==> src/rtl/mem_arbiter.sv <==
// Single-port RAM arbiter: data requests outrank instruction fetches, one access in flight.
// Optional fetch starvation guard enabled by defining MEM_ARBITER_STARVE_GUARD_EN.
module mem_arbiter #(
  parameter int WORD_W       = 32,
  parameter int TIMEOUT      = 255,
  parameter int STARVE_LIMIT = 4
) (
  input  logic              CLK,
  input  logic              nRST,
  input  logic              iREN,
  input  logic [WORD_W-1:0] iaddr,
  output logic [WORD_W-1:0] iload,
  output logic              ihit,
  input  logic              dREN,
  input  logic              dWEN,
  input  logic [WORD_W-1:0] daddr,
  input  logic [WORD_W-1:0] dstore,
  output logic [WORD_W-1:0] dload,
  output logic              dhit,
  output logic              ramREN,
  output logic              ramWEN,
  output logic [WORD_W-1:0] ramaddr,
  output logic [WORD_W-1:0] ramstore,
  input  logic [WORD_W-1:0] ramload,
  input  logic              ram_ready,
  output logic              bus_err
);

  localparam int CntW = $clog2(TIMEOUT + 1);

  typedef enum logic [1:0] {IDLE, IACC, DACC, RESP} state_t;

  state_t              state_q;
  logic [CntW-1:0]     waitCnt_q;
  logic [CntW-1:0]     waitCnt_d;
  logic [WORD_W-1:0]   addr_q;
  logic [WORD_W-1:0]   store_q;
  logic                isWrite_q;
  logic [WORD_W-1:0]   iload_q;
  logic [WORD_W-1:0]   dload_q;
  logic                ihit_q;
  logic                dhit_q;
  logic                ramREN_q;
  logic                ramWEN_q;
  logic                busErr_q;

  logic dReq;
  logic forceFetch;
  logic grantD;
  logic grantI;
  logic timeout;

  assign dReq      = dREN | dWEN;
  assign grantD    = dReq && !forceFetch;
  assign grantI    = iREN && (!dReq || forceFetch);
  assign waitCnt_d = waitCnt_q + 1'b1;
  assign timeout   = (waitCnt_d == CntW'(TIMEOUT));

`ifdef MEM_ARBITER_STARVE_GUARD_EN
  localparam int StarveW = $clog2(STARVE_LIMIT + 1);

  logic [StarveW-1:0] starveCnt_q;

  assign forceFetch = iREN && (starveCnt_q == StarveW'(STARVE_LIMIT));

  // Counts back-to-back data grants that left a fetch waiting; never exceeds the limit.
  always_ff @(posedge CLK or negedge nRST) begin
    if (!nRST) begin
      starveCnt_q <= '0;
    end else if (state_q == IDLE) begin
      if (grantI) begin
        starveCnt_q <= '0;
      end else if (grantD) begin
        starveCnt_q <= iREN ? starveCnt_q + 1'b1 : '0;
      end
    end
  end
`else
  assign forceFetch = 1'b0;
`endif

  always_ff @(posedge CLK or negedge nRST) begin
    if (!nRST) begin
      state_q   <= IDLE;
      waitCnt_q <= '0;
      addr_q    <= '0;
      store_q   <= '0;
      isWrite_q <= 1'b0;
      iload_q   <= '0;
      dload_q   <= '0;
      ihit_q    <= 1'b0;
      dhit_q    <= 1'b0;
      ramREN_q  <= 1'b0;
      ramWEN_q  <= 1'b0;
      busErr_q  <= 1'b0;
    end else begin
      case (state_q)
        IDLE: begin
          waitCnt_q <= '0;
          if (grantD) begin
            addr_q    <= daddr;
            store_q   <= dstore;
            isWrite_q <= dWEN;
            ramWEN_q  <= dWEN;
            ramREN_q  <= !dWEN;
            state_q   <= DACC;
          end else if (grantI) begin
            addr_q    <= iaddr;
            isWrite_q <= 1'b0;
            ramREN_q  <= 1'b1;
            state_q   <= IACC;
          end
        end
        IACC, DACC: begin
          waitCnt_q <= waitCnt_d;
          // A timed-out access still completes with a hit so the requester never deadlocks.
          if (ram_ready || timeout) begin
            ramREN_q <= 1'b0;
            ramWEN_q <= 1'b0;
            state_q  <= RESP;
            if (!ram_ready) begin
              busErr_q <= 1'b1;
            end
            if (state_q == IACC) begin
              ihit_q  <= 1'b1;
              iload_q <= ram_ready ? ramload : '0;
            end else begin
              dhit_q <= 1'b1;
              if (!ram_ready) begin
                dload_q <= '0;
              end else if (!isWrite_q) begin
                dload_q <= ramload;
              end
            end
          end
        end
        RESP: begin
          ihit_q  <= 1'b0;
          dhit_q  <= 1'b0;
          state_q <= IDLE;
        end
        default: begin
          state_q <= IDLE;
        end
      endcase
    end
  end

  assign iload    = iload_q;
  assign ihit     = ihit_q;
  assign dload    = dload_q;
  assign dhit     = dhit_q;
  assign ramREN   = ramREN_q;
  assign ramWEN   = ramWEN_q;
  assign ramaddr  = addr_q;
  assign ramstore = store_q;
  assign bus_err  = busErr_q;

endmodule

==> config.mk <==
export PLATFORM = sky130hd
export DESIGN_NAME = mem_arbiter
export DESIGN_NICKNAME = d
export VERILOG_FILES = /design/src/rtl/mem_arbiter.sv
export SDC_FILE = /design/constraint.sdc
export NUM_CORES = 1
export LEC_CHECK = 0
export CAP_MARGIN = 0
export CORE_MARGIN = 2
export CORE_UTILIZATION = 25
export CTS_CLUSTER_DIAMETER = 30
export DETAILED_ROUTE_END_ITERATION = 6
export HOLD_SLACK_MARGIN = 0.08
export PLACE_DENSITY = 0.61
export SLEW_MARGIN = 40
export SYNTH_ARGS = -nofsm -noshare
export SYNTH_HDL_FRONTEND = slang
export SYNTH_SLANG_ARGS = --single-unit
==> constraint.sdc <==
create_clock -name CLK -period 4.5 [get_ports CLK]
set_input_delay 1.125 -clock CLK [delete_from_list [all_inputs] [get_ports CLK]]
set_output_delay 1.125 -clock CLK [all_outputs]
set_load 0.1 [all_outputs]
==> metrics.txt, run 1 <==
# TYPE chip_impl_metric gauge
chip_impl_info{name="clock_tree_root_buffer_cell",value="sky130_fd_sc_hd__clkbuf_16"} 1
chip_impl_info{name="timing.hold.worst.class",value="reg2reg"} 1
chip_impl_metric{name="initial_core_util",unit="%"} 25.3
chip_impl_metric{name="async_reset_ff_share",unit="%"} 100
chip_impl_metric{name="tcrit_tclk_final",unit="%"} 64.3
chip_impl_metric{name="die_height",unit="um"} 163
chip_impl_metric{name="number_of_setup_violations_in_the_final_report",unit=""} 0
chip_impl_metric{name="drt_iter0_drcs",unit=""} 303
chip_impl_info{name="worst_hold_launch",value="ramaddr[4]$_DFFE_PN0P_"} 1
chip_impl_metric{name="nets",unit=""} 963
chip_impl_metric{name="synth_seq_cells",unit=""} 144
chip_impl_metric{name="crit_arrival",unit="ps"} 3200
chip_impl_metric{name="ys_warn_count",unit=""} 0
chip_impl_metric{name="cts_num_sinks",unit=""} 144
chip_impl_info{name="clock_tree_from_tritoncts",value="built"} 1
chip_impl_metric{name="postCtsSetupRepairBufs",unit=""} 0
chip_impl_metric{name="pin_slew_with_the_least_headroom_to_its_limit",unit="ps"} 649
chip_impl_metric{name="overflow",unit=""} 0
chip_impl_info{name="worst_r2r_startpoint",value="state_q[0]$_DFFE_PN0P_"} 1
chip_impl_metric{name="achievable-frequency",unit="GHz"} 0.346
chip_impl_metric{name="layout-area-overhead-vs-synth",unit="%"} 46.7
chip_impl_info{name="cp-end-kind",value="flip-flop"} 1
chip_impl_metric{name="unique_cell_type_count_in_the_yosys_netlist",unit=""} 37
chip_impl_metric{name="grt_pass1_wl",unit="um"} 28900
chip_impl_info{name="timing.rr.end",value="dload[3]$_DFFE_PN0P_"} 1
chip_impl_metric{name="vias_in_the_first_global_route",unit=""} 4987
chip_impl_metric{name="total_number_of_h_tree_levels",unit=""} 4
chip_impl_metric{name="worstHoldPathCells",unit=""} 2
chip_impl_metric{name="timing.final.hold_violations",unit=""} 0
chip_impl_info{name="run_status",value="completed"} 1
chip_impl_metric{name="worst_skew_pair.late_latency",unit="ps"} 420
chip_impl_info{name="critical_path.top_delay_family",value="buffers and inverters"} 1
chip_impl_metric{name="synth_edf_count",unit=""} 0
chip_impl_metric{name="grt_max_degree",unit=""} 66
chip_impl_metric{name="route.antenna.remaining_nets",unit=""} 0
chip_impl_metric{name="synth_seq_area_share",unit="%"} 57.0
chip_impl_metric{name="timing.critical_path.slowest_cell_delay",unit="ps"} 880
chip_impl_metric{name="final_tns_setup",unit="ps"} 0
chip_impl_metric{name="row_count",unit=""} 58
chip_impl_metric{name="clkSlewWorstSetupHoldPaths",unit="ps"} 70
chip_impl_info{name="critical_path.slowest_cell",value="sky130_fd_sc_hd__clkdlybuf4s50_1"} 1
chip_impl_metric{name="syn-instance-count",unit=""} 572
chip_impl_info{name="criticalPathCategory",value="in2reg"} 1
chip_impl_metric{name="antenna_found_initial",unit=""} 0
chip_impl_metric{name="post_route_cells_drive_above_1_share",unit="%"} 26.1
chip_impl_metric{name="slew_headroom",unit="%"} 56.6
chip_impl_info{name="min_to",value="ramaddr[4]$_DFFE_PN0P_"} 1
chip_impl_metric{name="syn_area",unit="sq um"} 6320
chip_impl_metric{name="finalMaxSlewViolations",unit=""} 0
chip_impl_metric{name="ctsHoldBuffers",unit=""} 0
chip_impl_metric{name="worst_r2r_path_depth",unit=""} 8
chip_impl_metric{name="drt-wirelength-per-cell",unit="um"} 16.0
chip_impl_metric{name="n_antenna_cell",unit=""} 0
chip_impl_metric{name="drv_cap",unit=""} 0
chip_impl_metric{name="io_buffers",unit=""} 266
chip_impl_metric{name="worstPathRequired",unit="ps"} 4800
chip_impl_metric{name="core",unit="sq um"} 25000
chip_impl_metric{name="worst-path-stages",unit=""} 7
chip_impl_metric{name="reg2reg_slack",unit="ps"} 2040
chip_impl_metric{name="first_pass_iters",unit=""} 6
chip_impl_metric{name="floorplan.io_pins",unit=""} 267
chip_impl_info{name="grt_setup_unrepaired",value="no"} 1
chip_impl_metric{name="fin_worst_skew",unit="ps"} 9.86
chip_impl_info{name="setup.worst_path.start_class",value="input port"} 1
chip_impl_metric{name="detailroute.via_count",unit=""} 5236
chip_impl_metric{name="gp_congestion",unit=""} 0.736
chip_impl_metric{name="cts_buffers",unit=""} 17
chip_impl_metric{name="crit_fanout",unit=""} 32
chip_impl_metric{name="final_period_minus_worst_setup_slack",unit="ps"} 2890
chip_impl_metric{name="timing.critical_path.buf_inv",unit=""} 2
chip_impl_metric{name="cts_resized",unit=""} 0
chip_impl_info{name="dominantRegCellSynth",value="sky130_fd_sc_hd__dfrtp_1"} 1
chip_impl_metric{name="syn_nets",unit=""} 712
chip_impl_metric{name="grt_util_all_layers",unit="%"} 14.0
chip_impl_info{name="crit_path_cell_trace",value="clkdlybuf4s50_1 > a31oi_1 > o41ai_1 > o22ai_2 > or3_1 > buf_4 > a22o_1"} 1
chip_impl_metric{name="dp.final_hpwl",unit="um"} 13400
chip_impl_metric{name="postRouteWirelength",unit="um"} 18600
chip_impl_metric{name="synthesis.area_per_instance",unit="sq um"} 11.1
chip_impl_metric{name="drc_errors",unit=""} 0
chip_impl_metric{name="vias_per_cell",unit=""} 4.49
chip_impl_metric{name="die_area",unit="sq um"} 26600
chip_impl_metric{name="die_w",unit="um"} 163
chip_impl_metric{name="clockBufferDepth",unit=""} 2
[synth_stat cells (6+ instances only)]
cell / count / area share [%]
sky130_fd_sc_hd__nor2_1: 9 / 0.53
sky130_fd_sc_hd__nand3_1: 6 / 0.47
sky130_fd_sc_hd__a22o_1: 65 / 9.0
sky130_fd_sc_hd__dfrtp_1: 144 / 57
sky130_fd_sc_hd__mux2_2: 33 / 5.9
sky130_fd_sc_hd__clkbuf_1: 36 / 2.1
sky130_fd_sc_hd__o21ai_0: 71 / 5.6
sky130_fd_sc_hd__a21oi_1: 7 / 0.55
sky130_fd_sc_hd__ha_1: 6 / 1.2
sky130_fd_sc_hd__inv_1: 10 / 0.59
sky130_fd_sc_hd__mux2i_1: 36 / 5.7
sky130_fd_sc_hd__nand2_1: 109 / 6.5
[logic make-up after synthesis]
family	after synthesis	synth area share [%]
compound gates	157	16.8
flops	144	57.0
simple gates	138	9.24
mux	69	11.6
buf+inv	55	3.74
fa+ha+maj	6	1.19
xor+xnor	3	0.416
[worst min-delay path, delay by kind of cell (launching register included)]
kind	cells	cell delay (ps)
DFF	1	340
AOI/OAI and AO/OA	1	60
and+or+nand+nor	1	40
[registers in the layout (all words and copies together), names as in the netlist, 2 cells and up]
register,cells
dload,32
iload,32
ramaddr,32
ramstore,32
waitCnt_q,8
state_q,2
[stage by stage]
stage               cell area (sq um)  utilization [%]  instances  hold slack, ps  setup slack, ps
floorplan                        6320                -        572             493             2000
global placement                 9320             37.2       1133             459             1140
detailed placement               8690             34.7       1134             467             1170
CTS                              9280             37.1       1166             483             1610
global route                     9280             37.1       1166             499             1420
finish                           9280             37.1       1166             473             1610
[cells in the final DEF (no fill, tap or decap), types with 4 or more instances in the layout]
master,synthesis,final
sky130_fd_sc_hd__ha_1,6,6
sky130_fd_sc_hd__a22o_1,65,65
sky130_fd_sc_hd__buf_2,2,133
sky130_fd_sc_hd__clkbuf_16,0,17
sky130_fd_sc_hd__mux2_2,33,33
sky130_fd_sc_hd__nand3_1,6,6
sky130_fd_sc_hd__nor2_1,9,7
sky130_fd_sc_hd__clkdlybuf4s50_1,0,132
sky130_fd_sc_hd__o21ai_0,71,71
sky130_fd_sc_hd__nor3_1,4,4
sky130_fd_sc_hd__nand2_1,109,109
sky130_fd_sc_hd__dfrtp_1,144,143
sky130_fd_sc_hd__buf_4,1,9
sky130_fd_sc_hd__inv_1,10,10
sky130_fd_sc_hd__mux2i_1,36,36
sky130_fd_sc_hd__inv_6,0,4
sky130_fd_sc_hd__a21oi_1,7,7
[worst max path at each step]
stage | end | startpoint | slack (ps)
4_1_cts | iload[8]$_DFFE_PN0P_ | ram_ready | 1610
3_3_place_gp | iload[5]$_DFFE_PN0P_ | ram_ready | 1140
5_1_grt | iload[8]$_DFFE_PN0P_ | ram_ready | 1420
6_report | iload[25]$_DFFE_PN0P_ | ram_ready | 1610
2_1_floorplan | ramaddr[2]$_DFFE_PN0P_ | dWEN | 2000
3_5_place_dp | iload[8]$_DFFE_PN0P_ | ram_ready | 1170
[metal layers]
layer / global-route usage [%] / vias to the layer above / routed length (um)
met4: 4.02 / 0 / 250
li1: - / 2524 / -
met2: 20.6 / 216 / 8190
met5: 0 / - / 0
met1: 19.2 / 2482 / 8540
met3: 5.41 / 14 / 1670
[final cells by class]
cell class / count / area, sq um
fill: 2547 / 15800
sequential: 144 / 3610
multi-input combinational: 373 / 2520
timing repair buffer: 277 / 2120
clock buffer: 18 / 439
tap: 330 / 413
clock inverter: 14 / 146
inverter: 10 / 37.5
Power of run 1 is not shown: default switching activity piles up to over one toggle a cycle in this logic, so the estimate is an artifact.
==> run 2: changes to the inputs <==
PLACE_DENSITY = 0.63   (was 0.61)
clock period = 2.6 ns   (was 4.5 ns; I/O delays follow)
==> metrics.txt, run 2 (synthesized netlist as in run 1, its figures left out) <==
# TYPE chip_impl_metric gauge
chip_impl_info{name="run_status",value="completed"} 1
chip_impl_metric{name="die_area",unit="sq um"} 26600
chip_impl_info{name="layout_common_cells",value="144 x sky130_fd_sc_hd__buf_4, 143 x sky130_fd_sc_hd__dfrtp_1, 132 x sky130_fd_sc_hd__clkdlybuf4s50_1, 109 x sky130_fd_sc_hd__nand2_1, 71 x sky130_fd_sc_hd__o21ai_0"} 1
chip_impl_metric{name="final_core_util",unit="%"} 38.7
chip_impl_metric{name="die_w",unit="um"} 163
chip_impl_metric{name="postCtsSetupRepairBufs",unit=""} 0
chip_impl_metric{name="drt-wirelength-per-cell",unit="um"} 15.6
chip_impl_info{name="layout_commonest_cell",value="sky130_fd_sc_hd__buf_4"} 1
chip_impl_metric{name="io_buffers",unit=""} 266
chip_impl_metric{name="overflow",unit=""} 0
chip_impl_metric{name="n_fill_cell",unit=""} 2508
chip_impl_metric{name="slew_headroom",unit="%"} 65.6
chip_impl_info{name="cp-end-kind",value="flip-flop"} 1
chip_impl_info{name="criticalPathCategory",value="reg2reg"} 1
chip_impl_metric{name="layout-area-overhead-vs-synth",unit="%"} 53.1
chip_impl_info{name="clock_tree_from_tritoncts",value="built"} 1
chip_impl_metric{name="number_of_setup_violations_in_the_final_report",unit=""} 0
chip_impl_metric{name="achievable-frequency",unit="GHz"} 0.421
chip_impl_metric{name="cts_num_sinks",unit=""} 144
chip_impl_metric{name="crit_fanout",unit=""} 32
chip_impl_metric{name="final_tns_setup",unit="ps"} 0
chip_impl_info{name="setup.worst_path.start_class",value="flip-flop"} 1
chip_impl_info{name="crit_start",value="waitCnt_q[0]$_DFFE_PN0P_"} 1
chip_impl_metric{name="final_period_minus_worst_setup_slack",unit="ps"} 2380
chip_impl_metric{name="first_pass_iters",unit=""} 4
chip_impl_metric{name="postRouteWirelength",unit="um"} 18300
chip_impl_metric{name="grt_max_degree",unit=""} 65
chip_impl_metric{name="core",unit="sq um"} 25000
chip_impl_metric{name="antenna_found_initial",unit=""} 0
chip_impl_metric{name="clkSlewWorstSetupHoldPaths",unit="ps"} 70
chip_impl_metric{name="crit_arrival",unit="ps"} 2680
chip_impl_info{name="grt_setup_unrepaired",value="no"} 1
chip_impl_metric{name="post_route_cells_drive_above_1_share",unit="%"} 26.6
chip_impl_metric{name="vias_in_the_first_global_route",unit=""} 5369
chip_impl_metric{name="timing.final.hold_violations",unit=""} 0
chip_impl_metric{name="drt_iter0_drcs",unit=""} 346
chip_impl_info{name="timing.hold.worst.class",value="in2async"} 1
chip_impl_metric{name="reg2reg_slack",unit="ps"} 220
chip_impl_metric{name="ctsHoldBuffers",unit=""} 0
chip_impl_metric{name="drc_errors",unit=""} 0
chip_impl_metric{name="detailroute.via_count",unit=""} 5252
chip_impl_metric{name="n_antenna_cell",unit=""} 0
chip_impl_metric{name="grt_pass1_wl",unit="um"} 29400
chip_impl_metric{name="cts_resized",unit=""} 0
chip_impl_metric{name="drv_cap",unit=""} 0
chip_impl_metric{name="total_number_of_h_tree_levels",unit=""} 4
chip_impl_metric{name="nets",unit=""} 969
chip_impl_metric{name="worst_skew_pair.late_latency",unit="ps"} 420
chip_impl_metric{name="grt_util_all_layers",unit="%"} 14.2
chip_impl_metric{name="tcrit_tclk_final",unit="%"} 91.4
chip_impl_info{name="timing.rr.end",value="iload[21]$_DFFE_PN0P_"} 1
chip_impl_metric{name="worst_r2r_path_depth",unit=""} 7
chip_impl_metric{name="initial_core_util",unit="%"} 25.3
chip_impl_info{name="clock_tree_root_buffer_cell",value="sky130_fd_sc_hd__clkbuf_16"} 1
chip_impl_metric{name="floorplan.io_pins",unit=""} 267
chip_impl_metric{name="row_count",unit=""} 58
chip_impl_metric{name="fin_worst_skew",unit="ps"} 13.2
chip_impl_metric{name="clockBufferDepth",unit=""} 2
chip_impl_metric{name="worstPathRequired",unit="ps"} 2900
chip_impl_metric{name="die_height",unit="um"} 163
chip_impl_info{name="worst_r2r_startpoint",value="waitCnt_q[0]$_DFFE_PN0P_"} 1
chip_impl_metric{name="dp.final_hpwl",unit="um"} 13000
chip_impl_metric{name="route.antenna.remaining_nets",unit=""} 0
chip_impl_metric{name="vias_per_cell",unit=""} 4.48
chip_impl_metric{name="finalMaxSlewViolations",unit=""} 0
chip_impl_metric{name="gp_congestion",unit=""} 0.765
chip_impl_metric{name="cts_buffers",unit=""} 17
chip_impl_metric{name="pin_slew_with_the_least_headroom_to_its_limit",unit="ps"} 517
run 2: cell types whose count changed in the layout (fill, tap and decap cells not counted), sizes merged:
cell / previous run / this run
inv: 17 / 19
buf: 145 / 151
clkinvlp: 2 / 1
clkinv: 5 / 4
run 2: area by class of cell:
type,instances,area [sq um],share of cell area [%]
Sequential cell,144,3600,37.2
Timing Repair Buffer,283,2530,26.2
Multi-Input combinational cell,373,2520,26.0
Clock buffer,18,439,4.54
Tap cell,330,413,4.26
Clock inverter,14,136,1.41
Inverter,10,37.5,0.388
run 2: metrics by stage:
stage               setup slack [ps]  std cells  instance area, sq um  hold WS [ps]
finish                           223       1172                  9680           165
global route                    84.4       1172                  9680           180
CTS                              240       1172                  9680           176
detailed placement               212       1140                  9110           470
global placement                 249       1140                  9110           462
floorplan                        444        572                  6320           354
run 2: worst max-delay path: stages, from the launching register on:
cell,delay [ps]
sky130_fd_sc_hd__dfrtp_1,480
sky130_fd_sc_hd__ha_1,280
sky130_fd_sc_hd__nand3_1,210
sky130_fd_sc_hd__o41ai_1,350
sky130_fd_sc_hd__o22ai_2,160
sky130_fd_sc_hd__or3_1,380
sky130_fd_sc_hd__buf_12,200
sky130_fd_sc_hd__a22o_1,190
run 2: per-layer routing:
metal  part of all wire, %  routed length (um)  track usage, %
met1                    45                8290            18.8
met2                    44                8120            21.5
met3                   9.5                1730            5.54
met4                   1.0                 186            4.18
met5                     0                   0               0
run 2: worst max path at each step:
| stage | endpoint | slack (ps) | depth (start not counted) |
|---|---|---|---|
| 2_1_floorplan | iload[10]$_DFFE_PN0P_ | 440 | 8 |
| 3_3_place_gp | iload[24]$_DFFE_PN0P_ | 250 | 7 |
| 3_5_place_dp | iload[25]$_DFFE_PN0P_ | 210 | 7 |
| 4_1_cts | iload[11]$_DFFE_PN0P_ | 240 | 7 |
| 5_1_grt | iload[26]$_DFFE_PN0P_ | 80 | 7 |
| 6_report | iload[21]$_DFFE_PN0P_ | 220 | 7 |
Power of run 2 is left out for the same reason.
==> run 3: changes to the inputs <==
ABC_CLOCK_PERIOD_IN_PS = 2600   (was unset)
CORE_MARGIN = 3   (was 2)
CORE_UTILIZATION = 39   (was 25)
PLACE_DENSITY = 0.86   (was 0.63)
==> metrics.txt, run 3 (synthesized netlist as in run 1, its figures left out) <==
# TYPE chip_impl_metric gauge
chip_impl_metric{name="antenna_found_initial",unit=""} 0
chip_impl_info{name="crit_end",value="iload[4]$_DFFE_PN0P_"} 1
chip_impl_metric{name="core",unit="sq um"} 15500
chip_impl_info{name="criticalPathCategory",value="reg2reg"} 1
chip_impl_info{name="crit_start",value="waitCnt_q[1]$_DFFE_PN0P_"} 1
chip_impl_metric{name="cts_resized",unit=""} 0
chip_impl_metric{name="pin_slew_with_the_least_headroom_to_its_limit",unit="ps"} 575
chip_impl_metric{name="crit_arrival",unit="ps"} 2670
chip_impl_metric{name="n_antenna_cell",unit=""} 0
chip_impl_info{name="layout_commonest_cell",value="sky130_fd_sc_hd__buf_4"} 1
chip_impl_info{name="worst_r2r_startpoint",value="waitCnt_q[1]$_DFFE_PN0P_"} 1
chip_impl_metric{name="tcrit_tclk_final",unit="%"} 90.9
chip_impl_metric{name="grt_max_degree",unit=""} 66
chip_impl_info{name="clock_tree_from_tritoncts",value="built"} 1
chip_impl_metric{name="cts_buffers",unit=""} 17
chip_impl_metric{name="n_fill_cell",unit=""} 1269
chip_impl_metric{name="timing.final.ws_setup",unit="ps"} 237
chip_impl_metric{name="final_core_util",unit="%"} 61.2
chip_impl_metric{name="cts_num_sinks",unit=""} 144
chip_impl_metric{name="timing.final.hold_violations",unit=""} 0
chip_impl_metric{name="layout-area-overhead-vs-synth",unit="%"} 50.5
chip_impl_metric{name="crit_fanout",unit=""} 20
chip_impl_metric{name="drt_iter0_drcs",unit=""} 289
chip_impl_metric{name="drc_errors",unit=""} 0
chip_impl_metric{name="slew_headroom",unit="%"} 61.6
chip_impl_metric{name="io_buffers",unit=""} 266
chip_impl_metric{name="row_count",unit=""} 45
chip_impl_info{name="grt_setup_unrepaired",value="no"} 1
chip_impl_metric{name="place_ws",unit="ps"} 179
chip_impl_metric{name="drv_cap",unit=""} 0
chip_impl_metric{name="achievable-frequency",unit="GHz"} 0.423
chip_impl_metric{name="vias_per_cell",unit=""} 5.12
chip_impl_info{name="setup.worst_path.start_class",value="flip-flop"} 1
chip_impl_metric{name="final_period_minus_worst_setup_slack",unit="ps"} 2360
chip_impl_metric{name="worst_r2r_path_depth",unit=""} 7
chip_impl_metric{name="drt-wirelength-per-cell",unit="um"} 17.4
chip_impl_metric{name="vias_in_the_first_global_route",unit=""} 5394
chip_impl_info{name="layout_common_cells",value="153 x sky130_fd_sc_hd__buf_4, 142 x sky130_fd_sc_hd__dfrtp_1, 132 x sky130_fd_sc_hd__clkdlybuf4s50_1, 109 x sky130_fd_sc_hd__nand2_1, 71 x sky130_fd_sc_hd__o21ai_0"} 1
chip_impl_metric{name="die_area",unit="sq um"} 17800
chip_impl_metric{name="initial_core_util",unit="%"} 40.7
chip_impl_metric{name="overflow",unit=""} 0
chip_impl_info{name="cp-end-kind",value="flip-flop"} 1
chip_impl_metric{name="gp_congestion",unit=""} 0.853
chip_impl_info{name="timing.rr.end",value="iload[4]$_DFFE_PN0P_"} 1
chip_impl_metric{name="post_route_cells_drive_above_1_share",unit="%"} 27.1
chip_impl_metric{name="reg2reg_slack",unit="ps"} 240
chip_impl_metric{name="clockBufferDepth",unit=""} 2
chip_impl_info{name="run_status",value="completed"} 1
chip_impl_metric{name="postRouteWirelength",unit="um"} 18400
chip_impl_metric{name="grt_pass1_wl",unit="um"} 29000
chip_impl_metric{name="total_number_of_h_tree_levels",unit=""} 4
chip_impl_metric{name="fin_worst_skew",unit="ps"} 10.6
chip_impl_metric{name="first_pass_iters",unit=""} 4
chip_impl_metric{name="die_w",unit="um"} 133
chip_impl_metric{name="final_tns_setup",unit="ps"} 0
chip_impl_metric{name="clkSlewWorstSetupHoldPaths",unit="ps"} 60
chip_impl_metric{name="die_height",unit="um"} 133
chip_impl_metric{name="floorplan.io_pins",unit=""} 267
chip_impl_metric{name="dp.final_hpwl",unit="um"} 13700
chip_impl_metric{name="nets",unit=""} 975
chip_impl_metric{name="grt_util_all_layers",unit="%"} 20.7
chip_impl_metric{name="number_of_setup_violations_in_the_final_report",unit=""} 0
chip_impl_metric{name="worstPathRequired",unit="ps"} 2900
chip_impl_metric{name="ctsHoldBuffers",unit=""} 0
chip_impl_metric{name="worst_skew_pair.late_latency",unit="ps"} 420
chip_impl_metric{name="route.antenna.remaining_nets",unit=""} 0
chip_impl_metric{name="detailroute.via_count",unit=""} 5420
chip_impl_info{name="timing.hold.worst.class",value="in2async"} 1
chip_impl_metric{name="finalMaxSlewViolations",unit=""} 0
chip_impl_info{name="clock_tree_root_buffer_cell",value="sky130_fd_sc_hd__clkbuf_16"} 1
chip_impl_metric{name="postCtsSetupRepairBufs",unit=""} 0
==> run 3: worst min path at each step <==
stage                                       start                      end  slack, ps
after global placement    ramaddr[29]$_DFFE_PN0P_  ramaddr[29]$_DFFE_PN0P_        460
after CTS                                    nRST     dload[5]$_DFFE_PN0P_        200
after detailed placement  ramaddr[30]$_DFFE_PN0P_  ramaddr[30]$_DFFE_PN0P_        470
after floorplan                              nRST      bus_err$_DFFE_PN0P_        350
final                                        nRST     dload[6]$_DFFE_PN0P_        180
after global routing                         nRST     dload[6]$_DFFE_PN0P_        220
==> run 3: worst max-delay path: stages, from the launching register on <==
cell and delay [ps]:
sky130_fd_sc_hd__dfrtp_1 460, sky130_fd_sc_hd__ha_1 270, sky130_fd_sc_hd__nand3_1 200, sky130_fd_sc_hd__o41ai_1 360, sky130_fd_sc_hd__o22ai_2 160, sky130_fd_sc_hd__or3_1 350
sky130_fd_sc_hd__buf_4 230, sky130_fd_sc_hd__a22o_1 210
==> run 3: final cells by class <==
class | count | area (sq um) | area share [%]
inverters | 10 | 37.5 | 0.394
well taps | 211 | 264 | 2.77
flip-flops and latches | 144 | 3610 | 37.9
clock inverters | 14 | 120 | 1.26
multi-input cells | 373 | 2520 | 26.4
clock buffers | 18 | 429 | 4.51
repair buffers | 289 | 2540 | 26.7
==> run 3: layer usage <==
layer | up-vias | global-route usage [%] | share of wire [%]
li1 | 2549 | - | -
met1 | 2599 | 25.6 | 40
met2 | 239 | 34.3 | 49
met3 | 33 | 6.16 | 8.2
met4 | 0 | 7.71 | 2.2
met5 | - | 0 | 0
==> run 3: stage by stage <==
step | instance area, sq um | std cells | hold slack (ps)
after detailed placement | 8970 | 1027 | 475
final | 9520 | 1059 | 183
after global routing | 9520 | 1059 | 222
after floorplan | 6320 | 572 | 354
after global placement | 8960 | 1027 | 463
after CTS | 9520 | 1059 | 198
Power of run 3 is left out for the same reason.
